===== config.mk =====
export PLATFORM = sky130hd
export DESIGN_NAME = bnn_xnor_fc_engine
export DESIGN_NICKNAME = d
export VERILOG_FILES = /design/src/rtl/bnn_xnor_fc_engine.sv
export SDC_FILE = /design/constraint.sdc
export NUM_CORES = 2
export LEC_CHECK = 0
export BUFFER_PORTS_ARGS = -buffer_cell sky130_fd_sc_hd__buf_2
export CAP_MARGIN = 10
export CORE_MARGIN = 4
export CORE_UTILIZATION = 55
export CTS_CLUSTER_SIZE = 25
export DETAILED_ROUTE_END_ITERATION = 12
export HOLD_SLACK_MARGIN = 0.08
export PLACE_DENSITY = 0.8
export SETUP_SLACK_MARGIN = 0.2
export SYNTH_ARGS = -nofsm -noshare
export SYNTH_HDL_FRONTEND = slang
export SYNTH_SLANG_ARGS = --single-unit

===== constraint.sdc =====
create_clock -name clk_i -period 16.5 [get_ports clk_i]
set_clock_uncertainty 0.05 [all_clocks]
set_input_delay 3.3 -clock clk_i [delete_from_list [all_inputs] [get_ports clk_i]]
set_output_delay 3.3 -clock clk_i [all_outputs]
set_load 0.05 [all_outputs]

===== src/rtl/bnn_xnor_fc_engine.sv =====
// bnn_xnor_fc_engine
// Sequential binary fully-connected layer. It latches one binarised input
// vector that holds CH_CNT independent channels. It then streams XNOR-popcount
// dot products for OUT_PAR neurons per beat, G beats per vector. Each result is
// also binarised against a per-neuron signed threshold. Weights and thresholds
// live in an internal register store that can be written only while idle.
//
// Ports
//   clk_i, rst_ni          clock, asynchronous active-low reset
//   in_valid_i/in_ready_o  input vector handshake
//   in_data_i              bit [c*IN_DIM+j] = input j of channel c (1 => +1)
//   w_we_i/w_ready_o       weight/threshold write strobe, accepted while idle
//   w_addr_i               neuron index of the row being written
//   w_data_i, th_data_i    weight row and signed threshold for that neuron
//   out_valid_o/out_ready_i result beat handshake
//   out_data_o             signed dot products, slot [p*CH_CNT+c]
//   out_bin_o              binarised results, same slot order
//   out_idx_o, out_last_o  beat (group) index, final-beat marker
module bnn_xnor_fc_engine #(
   parameter int IN_DIM  = 64,
   parameter int OUT_DIM = 16,
   parameter int CH_CNT  = 4,
   parameter int OUT_PAR = 2,
   parameter int ACC_W   = $clog2(IN_DIM + 1) + 1,
   parameter int G       = OUT_DIM / OUT_PAR,
   parameter int ADDR_W  = (OUT_DIM > 1) ? $clog2(OUT_DIM) : 1,
   parameter int IDX_W   = (G > 1) ? $clog2(G) : 1
) (
   input  logic                              clk_i,
   input  logic                              rst_ni,
   input  logic                              in_valid_i,
   output logic                              in_ready_o,
   input  logic [IN_DIM*CH_CNT-1:0]          in_data_i,
   input  logic                              w_we_i,
   output logic                              w_ready_o,
   input  logic [ADDR_W-1:0]                 w_addr_i,
   input  logic [IN_DIM-1:0]                 w_data_i,
   input  logic [ACC_W-1:0]                  th_data_i,
   output logic                              out_valid_o,
   input  logic                              out_ready_i,
   output logic [OUT_PAR*CH_CNT*ACC_W-1:0]   out_data_o,
   output logic [OUT_PAR*CH_CNT-1:0]         out_bin_o,
   output logic [IDX_W-1:0]                  out_idx_o,
   output logic                              out_last_o
);

   // The group counter runs one past the last group so that "no groups left"
   // is simply g_q == G.
   localparam int CNT_W = $clog2(G + 1);
   localparam logic [CNT_W-1:0] G_CNT = CNT_W'(G);
   localparam logic [CNT_W-1:0] ONE_CNT = CNT_W'(1);
   localparam logic [ACC_W-1:0] IN_DIM_ACC = ACC_W'(IN_DIM);

   typedef enum logic {
      IDLE,
      BUSY
   } state_t;

   state_t                            state_q, state_d;
   logic [IN_DIM*CH_CNT-1:0]          in_q, in_d;
   logic [CNT_W-1:0]                  g_q, g_d;
   logic                              out_valid_q, out_valid_d;
   logic [OUT_PAR*CH_CNT*ACC_W-1:0]   out_data_q, out_data_d;
   logic [OUT_PAR*CH_CNT-1:0]         out_bin_q, out_bin_d;
   logic [IDX_W-1:0]                  out_idx_q, out_idx_d;
   logic                              out_last_q, out_last_d;
   logic [IN_DIM-1:0]                 weight_q [OUT_DIM];
   logic [IN_DIM-1:0]                 weight_d [OUT_DIM];
   logic [ACC_W-1:0]                  th_q [OUT_DIM];
   logic [ACC_W-1:0]                  th_d [OUT_DIM];

   logic [OUT_PAR*CH_CNT*ACC_W-1:0]   beat_data;
   logic [OUT_PAR*CH_CNT-1:0]         beat_bin;
   logic [CNT_W-1:0]                  g_sel;
   logic                              out_hs;

   function automatic logic [ACC_W-1:0] popcnt(input logic [IN_DIM-1:0] v);
      logic [ACC_W-1:0] cnt;
      cnt = '0;
      for (int i = 0; i < IN_DIM; i++) begin
         cnt = cnt + ACC_W'(v[i]);
      end
      return cnt;
   endfunction

   assign in_ready_o  = (state_q == IDLE);
   assign w_ready_o   = (state_q == IDLE);
   assign out_valid_o = out_valid_q;
   assign out_data_o  = out_data_q;
   assign out_bin_o   = out_bin_q;
   assign out_idx_o   = out_idx_q;
   assign out_last_o  = out_last_q;
   assign out_hs      = out_valid_q & out_ready_i;

   // Datapath for the group addressed by g_q. When g_q == G the selection
   // folds back to group 0 so the store is never indexed out of range. That
   // value is never loaded in that case.
   always_comb begin
      beat_data = '0;
      beat_bin  = '0;
      g_sel     = (g_q < G_CNT) ? g_q : '0;
      for (int p = 0; p < OUT_PAR; p++) begin
         for (int c = 0; c < CH_CNT; c++) begin
            logic [ADDR_W-1:0] n;
            logic [ACC_W-1:0]  pop;
            logic [ACC_W-1:0]  dot;
            n   = ADDR_W'(int'(g_sel) * OUT_PAR + p);
            pop = popcnt(~(weight_q[n] ^ in_q[c*IN_DIM +: IN_DIM]));
            // 2*pop fits unsigned in ACC_W. Subtracting IN_DIM modulo
            // 2^ACC_W gives the correct two's complement result.
            dot = (pop << 1) - IN_DIM_ACC;
            beat_data[(p*CH_CNT+c)*ACC_W +: ACC_W] = dot;
            beat_bin[p*CH_CNT+c] = ($signed(dot) >= $signed(th_q[n]));
         end
      end
   end

   // Next-state logic. Weight writes are gated by w_ready_o, so writes made
   // while busy are dropped. A write in the handshake cycle lands before the
   // first group is computed.
   always_comb begin
      state_d     = state_q;
      in_d        = in_q;
      g_d         = g_q;
      out_valid_d = out_valid_q;
      out_data_d  = out_data_q;
      out_bin_d   = out_bin_q;
      out_idx_d   = out_idx_q;
      out_last_d  = out_last_q;
      weight_d    = weight_q;
      th_d        = th_q;

      if (w_we_i && w_ready_o && (int'(w_addr_i) < OUT_DIM)) begin
         weight_d[w_addr_i] = w_data_i;
         th_d[w_addr_i]     = th_data_i;
      end

      case (state_q)
         IDLE: begin
            if (in_valid_i) begin
               in_d    = in_data_i;
               g_d     = '0;
               state_d = BUSY;
            end
         end
         BUSY: begin
            if (out_hs && out_last_q) begin
               out_valid_d = 1'b0;
               out_last_d  = 1'b0;
               state_d     = IDLE;
            end else if ((!out_valid_q || out_hs) && (g_q < G_CNT)) begin
               out_valid_d = 1'b1;
               out_data_d  = beat_data;
               out_bin_d   = beat_bin;
               out_idx_d   = g_q[IDX_W-1:0];
               out_last_d  = (g_q == G_CNT - ONE_CNT);
               g_d         = g_q + ONE_CNT;
            end
         end
         default: state_d = IDLE;
      endcase
   end

   // State, result and weight-store registers. Reset also clears the store.
   always_ff @(posedge clk_i or negedge rst_ni) begin
      if (!rst_ni) begin
         state_q     <= IDLE;
         in_q        <= '0;
         g_q         <= '0;
         out_valid_q <= 1'b0;
         out_data_q  <= '0;
         out_bin_q   <= '0;
         out_idx_q   <= '0;
         out_last_q  <= 1'b0;
         for (int i = 0; i < OUT_DIM; i++) begin
            weight_q[i] <= '0;
            th_q[i]     <= '0;
         end
      end else begin
         state_q     <= state_d;
         in_q        <= in_d;
         g_q         <= g_d;
         out_valid_q <= out_valid_d;
         out_data_q  <= out_data_d;
         out_bin_q   <= out_bin_d;
         out_idx_q   <= out_idx_d;
         out_last_q  <= out_last_d;
         for (int i = 0; i < OUT_DIM; i++) begin
            weight_q[i] <= weight_d[i];
            th_q[i]     <= th_d[i];
         end
      end
   end

endmodule


==> results.cfg <==
[finish]
seq_area_sq_um = 37100
drive_gt1_share_pct = 30.7
multiInputGateArea_sq_um = 42500
fill_cells = 11600
area_growth_pct = 10.2
final_nets = 7951

[sta]
fmaxAchievable_ghz = 0.0900
fin_crit_sh_pct = 67.4
slew_viol_final = 0
worstMarginPinSlew_ns = 1.37
setup_viol = 0
rsz0062_at_grt = false
hold_viol = 0
fin_setup_tns_ns = 0
period_needed_ns = 11.11
slew-limit-headroom_pct = 8.97

[clocking]
cts_hold_buf = 0
cts_max_path_buffers = 3
cts_setup_buffers = 0
cts_root_buf = clkbuf_16
cts_made_buffers = 152
cts_tree = yes
htree_num_levels = 4
cts_resized = 0
clock-sinks = 1482
clk_pin_slew_worst_paths_ns = 0.07
worstSkewPairLatency_ns = 0.81

[yosys]
syn_area_sq_um = 83000
netlist_instances = 6815
syn_avg_cell_area_sq_um = 12.2
synthArstFlopShare_pct = 100
yosys-top-cells-count = dfrtp_1, mux2_2, nand2_1
synth_cell_types = 68
synth_edf_count = 0
synth_area_leaders = dfrtp_1, mux2_2, fa_1
ys_warn_count = 0
synth_top_area_cell = dfrtp_1
synth_top_cell_area_share_pct = 44.7
synth_top_flop_cell = dfrtp_1
yosysMostFrequentCell = dfrtp_1
ys_ff_latch = 1482
yosysSeqAreaShare_pct = 44.7

[routing]
dr.pass1.iters = 9
wirelength_microns = 263000
drc = 0
vias_per_cell = 6.13
post_drt_wl_per_cell_microns = 28.7
postRouteAntennaNets = 0
initialDrtViolationCount = 6013
num_vias = 56100

[worst_setup_path]
ff2ff_setup_slack_ns = 5.39
cp-end-kind = flop
crit_slowest_cell = dfrtp_4
critPathLaunchType = flop
cpMostUsedCell = fa_1
max_stage_delay_ns = 0.88
worstPathRequired_ns = 17.09
endpoint = out_bin_o[3]
crit_fanout = 127
critical_path_class = flop to flop
timing.rr.end = out_bin_o[3]
crit_start = g_q[0]
r2r_start = g_q[0]
cp_data_arrival_time_ns = 11.70
reg2reg_depth = 31

[placement]
place_congestion = 1.03
dp_hpwl_microns = 185000
io_buffers = 407

[global_route]
grt_pass1_wl_microns = 385000
grtUsageTotal_pct = 33.2
grt_pass1_vias = 57800
overflow = 0
grt_max_degree = 184
antenna_found_initial = 31

[worst_hold_path]
min_path_type = flop to flop

[floorplan]
die-width_microns = 396
row_count = 142
ioPinCount = 416
initial_core_util_pct = 55.3
die_h_microns = 396
die_area_sq_um = 157000
core_sq_um = 150000

[run]
max_cap_viol_count = 0

[status]
outcome = completed
==> flip-flops by register name, summed over array words and instances (netlist names) <==
signal	count
weight_q	1024
in_q	256
th_q	128
out_data_o	56
out_bin_o	8
g_q	4
out_idx_o	3
out_last_o	1
out_valid_o	1
state_q	1
==> worst min path at each step <==
stage	start	to	depth (start not counted)	slack (ns)
5_1_grt	out_data_o[58]	out_data_o[58]	2	0.46
3_5_place_dp	out_data_o[10]	out_data_o[10]	2	0.41
2_1_floorplan	th_q[104]	th_q[104]	1	0.42
3_3_place_gp	out_data_o[9]	out_data_o[9]	2	0.40
4_1_cts	out_data_o[6]	out_data_o[6]	2	0.43
6_report	out_data_o[33]	out_data_o[33]	2	0.42
==> worst max-delay path, delay by kind of cell (launching register included) <==
kind,cells,cell delay (ns)
mux,1,0.41
buf+inv,7,1.68
compound gates,9,1.99
flops,1,0.88
simple gates,1,0.13
xor+xnor,2,0.28
fa+ha+maj,11,5.23
==> metal layers <==
layer	up-vias	part of all wire, %	wire (microns)	GRT usage [%]
li1	23600	-	-	-
met4	10	6.2	16400	18.0
met5	-	0.024	62	0
met2	2572	47	124000	52.5
met3	588	7.9	20900	6.62
met1	29300	39	102000	43.4
==> logic make-up after synthesis <==
family / count (synthesis) / synth area share, %
flip-flops: 1482 / 44.7
multiplexers: 1480 / 20.2
AND/OR/NAND/NOR: 1135 / 5.44
buffers and inverters: 878 / 4.35
AO/OA/AOI/OAI: 686 / 6.45
adder cells (fa/ha/maj): 609 / 13.1
XOR/XNOR: 544 / 5.74
other: 1 / 0.00452
==> per-stage QoR <==
step	worst slack (ns)	hold slack, ns	cell area, sq um	cells	util [%]
floorplan	8.12	0.421	83000	6822	-
global route	4.82	0.457	91400	9144	61.0
detailed placement	5.58	0.413	86400	8867	57.6
finish	5.39	0.423	91500	9154	61.0
CTS	5.52	0.430	91400	9136	61.0
global placement	5.58	0.405	86400	8867	57.6
==> final cells by class <==
cell class | count | share of cell area (%)
inverters | 441 | 1.81
diodes | 18 | 0.0492
clock buffers | 218 | 4.83
clock inverters | 51 | 0.674
multi-input cells | 4462 | 46.5
repair buffers | 466 | 2.88
flip-flops and latches | 1482 | 40.6
well taps | 2016 | 2.76
==> cell usage in the layout (no fill, tap or decap), types with 46 or more instances in the layout <==
cell       count
a21oi_1      178
a221oi_1     130
a222oi_1     125
buf_2        406
buf_4         48
clkbuf_16    155
dfrtp_1     1480
fa_1         432
ha_1         177
inv_1        440
mux2_2      1294
mux2i_1      150
nand2_1      990
nor2_1        46
o21ai_2      125
xnor2_1      275
xor2_1       269
Power is left out: the tool's default activity adds up to more than one toggle a clock period on the data nets, which glitch-free logic cannot reach.
